--- src/rtl/encoder4_2_with_handshake_pkg.sv ---
// Shared constants for the 4-to-2 handshake encoder: sizes, FSM state codes and a
// one-hot helper used to retire the acknowledged request.
package encoder_pkg;

    localparam int IDX_W = 2;
    localparam int N_REQ = 4;

    localparam logic [0:0] IDLE    = 1'b0;
    localparam logic [0:0] PRESENT = 1'b1;

    function automatic logic [N_REQ-1:0] onehot(input logic [IDX_W-1:0] idx);
        logic [N_REQ-1:0] vec;
        vec      = '0;
        vec[idx] = 1'b1;
        return vec;
    endfunction

endpackage

--- src/rtl/encoder4_2_with_handshake_prio_select4.sv ---
// Combinational winner selection over the registered pending bits: highest index in
// fixed mode, or the first set index after 'last' (wrapping) in round-robin mode.
module prio_select4
    import encoder_pkg::*;
(
    input  logic [N_REQ-1:0] pending,
    input  logic [IDX_W-1:0] last,
    input  logic             rr,
    output logic [IDX_W-1:0] idx,
    output logic             hit
);

    logic [IDX_W-1:0] probe;

    // Both scans run from the least to the most preferred candidate so the final
    // overwrite leaves the winner; in round-robin, k=N_REQ wraps onto 'last' itself.
    always_comb begin
        idx   = '0;
        hit   = 1'b0;
        probe = '0;
        if (rr) begin
            for (int k = N_REQ; k >= 1; k--) begin
                probe = last + IDX_W'(k);
                if (pending[probe]) begin
                    idx = probe;
                    hit = 1'b1;
                end
            end
        end else begin
            for (int i = 0; i < N_REQ; i++) begin
                if (pending[i]) begin
                    idx = IDX_W'(i);
                    hit = 1'b1;
                end
            end
        end
    end

endmodule

--- src/rtl/encoder4_2_with_handshake.sv ---
// Sequential 4-to-2 priority encoder: sticky request capture, registered {A,B} code
// with a valid/ack handshake, and a one-cycle pulse for requests that were already pending.
module encoder4_2_with_handshake
    import encoder_pkg::*;
#(
    parameter int ROUND_ROBIN = 0
) (
    input  logic clk,
    input  logic rst,
    input  logic enable,
    input  logic D0,
    input  logic D1,
    input  logic D2,
    input  logic D3,
    input  logic ack,
    output logic A,
    output logic B,
    output logic valid,
    output logic dropped,
    output logic pending_any
);

    localparam logic RR_MODE = (ROUND_ROBIN != 0);

    logic [0:0]       state;
    logic [N_REQ-1:0] pending;
    logic [N_REQ-1:0] req;
    logic [N_REQ-1:0] clear_mask;
    logic [N_REQ-1:0] pending_next;
    logic [IDX_W-1:0] last;
    logic [IDX_W-1:0] sel_idx;
    logic             sel_hit;
    logic             take;

    assign req          = enable ? {D3, D2, D1, D0} : '0;
    assign take         = (state == PRESENT) && ack;
    assign clear_mask   = take ? onehot({A, B}) : '0;
    // A fresh request on the bit being retired survives because the OR comes last.
    assign pending_next = (pending & ~clear_mask) | req;
    assign pending_any  = |pending;

    prio_select4 u_select (
        .pending (pending),
        .last    (last),
        .rr      (RR_MODE),
        .idx     (sel_idx),
        .hit     (sel_hit)
    );

    always_ff @(posedge clk or posedge rst) begin
        if (rst) begin
            state   <= IDLE;
            pending <= '0;
            last    <= 2'd3;
            A       <= 1'b0;
            B       <= 1'b0;
            valid   <= 1'b0;
            dropped <= 1'b0;
        end else begin
            pending <= pending_next;
            dropped <= |(req & pending & ~clear_mask);
            case (state)
                IDLE: begin
                    if (sel_hit) begin
                        {A, B} <= sel_idx;
                        valid  <= 1'b1;
                        state  <= PRESENT;
                    end
                end
                PRESENT: begin
                    if (ack) begin
                        valid <= 1'b0;
                        last  <= {A, B};
                        state <= IDLE;
                    end
                end
                default: begin
                    valid <= 1'b0;
                    state <= IDLE;
                end
            endcase
        end
    end

endmodule

--- config.mk ---
export PLATFORM = sky130hd
export DESIGN_NAME = encoder4_2_with_handshake
export DESIGN_NICKNAME = d
export VERILOG_FILES = /design/src/rtl/encoder4_2_with_handshake_pkg.sv /design/src/rtl/encoder4_2_with_handshake_prio_select4.sv /design/src/rtl/encoder4_2_with_handshake.sv
export SDC_FILE = /design/constraint.sdc
export NUM_CORES = 1
export LEC_CHECK = 0
export ABC_AREA = 0
export CAP_MARGIN = 20
export CORE_AREA = 10 10 47 49
export DETAILED_ROUTE_END_ITERATION = 10
export DIE_AREA = 0 0 57 59
export SLEW_MARGIN = 20
export SYNTH_ARGS = -nofsm -noshare
export SYNTH_HDL_FRONTEND = slang
export SYNTH_SLANG_ARGS = --single-unit
--- constraint.sdc ---
create_clock -name clk -period 1.3 [get_ports clk]
set_input_delay 0.13 -clock clk [delete_from_list [all_inputs] [get_ports clk]]
set_output_delay 0.13 -clock clk [all_outputs]
set_load 0.005 [all_outputs]
* Word-level counts from Yosys, hierarchy flattened *
Cells that the tools add are included.

word-level totals
  register bits = 9
  input bits = 8
  output and inout port bits = 5
  logic and storage cells = 39

operators by class
  order comparisons = 2
  equality and inequality tests = 2
  muxes and demuxes = 17
  bitwise gates (word level) = 6
  reductions and logical operators = 6

operators with widths
  cell                                                        count
  bitwise AND 4 bit                                           3
  2-to-1 mux 1 bit                                            10
  2-to-1 mux 4 bit                                            2
  OR reduction 4 bit                                          2
  2-to-1 mux 2 bit                                            2
  inequality test 2 bit, second input constant                2
  inverter 4 bit                                              1
  bitwise OR 4 bit                                            1
  case mux 1 bit (2 select lines)                             2
  AND reduction 2 bit                                         2
  less-than comparator 2 x 3 -> 1 bit, second input constant  1
  demux 1 bit (select 2 bit)                                  1
  >= comparator 2 x 1 -> 1 bit, second input constant         1
  logical AND 1 bit                                           2
  inverter 1 bit                                              1

* Depth between registers and ports, before layout *
  depth after elaboration = 8
  depth in mapped cells = 4
  gate-level depth less buffers = 3

* Modules after synthesis *
A second synthesis with hierarchy kept.

second synthesis, totals
  cells, all modules = 57
  area, all modules = 595.6 µm²

by module, submodules not included
  module                     times used  cells each  area an instance (µm²)  seq. area each (µm²)
  encoder4_2_with_handshake  1           38          481.7                   277.8
  prio_select4               1           19          113.9                   0.0

* Worst setup path after synthesis *
Ideal clock, no wire load.

  path type = reg-to-reg
  from = reg pending[2]
  to = reg state
  library setup time = 119 ps
  data arrival time = 1130 ps
  required time = 1181 ps
  setup slack = 51 ps
  cell stages (with the launch flop) = 3
  buffers on the path = 0
  clock period less this slack = 1249 ps
  path through = dfrtp_1 -> or4_4 -> o21a_1

between the ends
  word-level cells in the longest chain between the ends = 4

RTL lines
  what                             line                                          text
  start: declaration               encoder4_2_with_handshake.sv:26               logic [N_REQ-1:0] pending;
  start signal: assignment         encoder4_2_with_handshake.sv:60               pending <= pending_next;
  2-to-1 mux 1 bit (2 in a row)    encoder4_2_with_handshake_prio_select4.sv:31  if (pending[i]) begin
  2-to-1 mux 1 bit                 encoder4_2_with_handshake.sv:64               if (sel_hit) begin
  case mux 1 bit (2 select lines)  encoder4_2_with_handshake.sv:62               case (state)
  end signal: assignment           encoder4_2_with_handshake.sv:67               state <= PRESENT;
  end signal: assignment           encoder4_2_with_handshake.sv:74               state <= IDLE;
  end signal: assignment           encoder4_2_with_handshake.sv:79               state <= IDLE;
  end: declaration                 encoder4_2_with_handshake.sv:25               logic [0:0] state;

No other way between the ends.
A chain may end at the register's enable or synchronous reset.

* Final worst setup path *
  from = reg pending[3]
  to = out pending_any

between the ends
  word-level cells in the longest chain between the ends = 1

RTL lines
  what                line                             text
  OR reduction 4 bit  encoder4_2_with_handshake.sv:40  assign pending_any = |pending;
  end: declaration    encoder4_2_with_handshake.sv:20  output logic pending_any

No other way between the ends.

==> results by group <==
Status
  • Run status: finished, violations left
  • Failing checks: setup timing

STA
  • Fin. max-slew vios: 0
  • Slew @ Worst Pin: 415 ps
  • Tcrit/Tclk final: 112%
  • Unrepaired setup endpoints after global routing: true
  • Final worst slack: -151 ps
  • Crit path time final: 1450 ps
  • Endpoints failing hold: 0
  • Final setup fails: 4
  • Clk_skew: 2.66 ps
  • Slew headroom: 72.0%
  • Setup TNS: -506 ps
  • Achievable Freq: between 600 and 700 MHz

Clock tree
  • Clk sinks: 9
  • Root buffer cell: clkbuf_4
  • Worst skew pair latency: between 200 and 300 ps
  • Hold Buf Count CTS: 0
  • Worst-path clk slew: 70 ps
  • CTS tree: built
  • CTS Buffer Depth: 2
  • H-tree level count: 1
  • CTS Buf Count: 3

Yosys
  • Leading area contributor after synthesis: dfrtp_1
  • Yosys warns: 0
  • Syn avg cell area: 10.5 µm²
  • Seq/Total Area, Yosys: between 50% and 60%
  • EDFF count, synth: 0
  • Cell variety after synth: 21
  • Post-synth top flop: dfrtp_1
  • Net count after synthesis: 48
  • Post-synth top cells: dfrtp_1 (9), inv_1 (3), nand2_1 (3), nor2_1 (3)
  • Post-synthesis cell count: 40
  • Synth top area cells: dfrtp_1 (54%), a22o_1 (4.2%), nand4b_1 (4.2%), nand2b_1 (3.0%), inv_1 (2.7%)
  • Synth async-reset ratio: between 90% and 100%
  • Cell Area, Synth: between 400 and 500 µm²
  • FF+latch count, synth: 9
  • Most frequent cell after synthesis: dfrtp_1
  • Top-area cell type share of the netlist area: between 50% and 60%

Layout
  • Finished layout cell area: a little under 700 µm²
  • Fin cells: 82
  • Area grow syn2layout: 60.6%
  • N_diodes: 0
  • Share of cells above drive strength 1: 33.3%
  • Final-stage net count: 75

Global routing
  • Pin count of the biggest net entering global routing: 11
  • Vias in the first global route: 428
  • All-layer global routing usage: around 8.4%
  • First-pass GRT wire length: 2.14 mm
  • Initial antenna violation count: 0
  • Gr ovfl total: 0

Setup path
  • Flop2flop setup slack: -140 ps
  • Arrival time worst endpoint: 1320 ps
  • RR Startpoint: pending[3]
  • Critical Path Start Type: flop
  • Worst setup path category: reg -> out
  • CP endpoint kind: output pin
  • CP Launch Point: pending[3]
  • CP Data Required Time: 1170 ps
  • Worst-path fanout max: 2
  • Worst r2r path cells: 4

Die
  • Die width: 57 µm
  • Placeable Area: 1400 µm²
  • Die Area: 3360 µm²
  • Cell row count: 14
  • Initial Util: 29.9%
  • # IOs: 13
  • Die height: around 59 µm

Power
  • Peak supply drop: 0.450 mV
  • Static leakage: 0.303 nW
  • Total power: 0.856 mW
  • Pwr Density: 1270 nW/µm²

Drt
  • Routed wire length: 1.24 mm
  • DRC: 0
  • Via count of the routed design: 426
  • Detailed-route wire length per cell: 15.1 µm
  • Pre-Repair DR Iteration Count: 4
  • Vias/cell: 5.20
  • Final ANT Viol Nets: 0
  • Iteration-0 DRC Markers: 16

Placed design
  • Inst Count DP: 73
  • GPL Wtd Cong: 0.876
  • Dpl hpwl: 882 µm
  • # port buffers: 12
  • DP Worst Slack: -214 ps
  • Placed Instance Area: 599 µm²

Flow run
  • Max-cap viol count: 0

Min path
  • Hold crit path type: in -> async
## what timing repair did
item,in CTS,in global routing
setup buffers,3,2
resized for setup,9,3
setup endpoints to repair,6,6
pin swaps,1,0
## kinds of logic after synthesis
family                 share of synthesized area (%)
buffers and inverters                           3.88
AND/OR/NAND/NOR                                 19.7
flip-flops                                      53.7
AO/OA/AOI/OAI                                   22.7
## report_power, final
part	internal, mW	total, mW	switching (mW)
clock	0.114	0.226	0.112
combinational	0.154	0.263	0.109
sequential	0.330	0.367	0.0368
total	0.598	0.856	0.258
## placed cells by master, fill, tap and decap left out, types with 2 or more instances in the layout
cell type        count
dfrtp_1              6
a22o_1               2
buf_4               10
nand4b_1             2
o21ai_0              2
clkbuf_4             3
nand2b_1             2
inv_1                3
a21oi_1              2
nand2_1              3
dfrtp_2              3
buf_6                2
nor2_1               3
clkdlybuf4s50_1      8
dlygate4sd2_1        2
## flip-flops by register name (all words and copies together) (netlist names)
signal and cells:
B 1, state 1, pending 4, A 1, dropped 1, valid 1
## critical path, cell delays in order (launching register included)
cell     delay (ps)
dfrtp_1         380
or4_4           540
buf_6           130
## routing by layer
layer | up-vias | part of all wire (%) | global-route usage, % | wire length [µm]
met1 | 200 | 45 | 9.92 | 554
met5 | - | 0 | 0 | 0
met2 | 20 | 46 | 11.3 | 566
met3 | 4 | 7.9 | 4.51 | 98
li1 | 202 | - | - | -
met4 | 0 | 1.7 | 6.04 | 21
## stage by stage
stage	hold slack [ps]	util, %
floorplan	-42.1	-
global placement	416	42.8
detailed placement	425	42.8
CTS	135	46.4
global route	167	48.0
finish	127	48.0
## layout make-up
cell class / instances / area, µm²
timing repair buffer: 23 / 208
multi-input combinational: 27 / 178
fill: 143 / 728
clock inverter: 1 / 5.00
clock buffer: 3 / 22.5
inverter: 3 / 11.3
tap: 16 / 20.0
sequential: 9 / 229
## final timing paths
check,to
max,pending_any
min,valid
max reg2reg,state
min reg2reg,A
max in group asynchronous,state
min in group clk,pending[0]
Note: power is estimated with default switching activity, not from simulation.
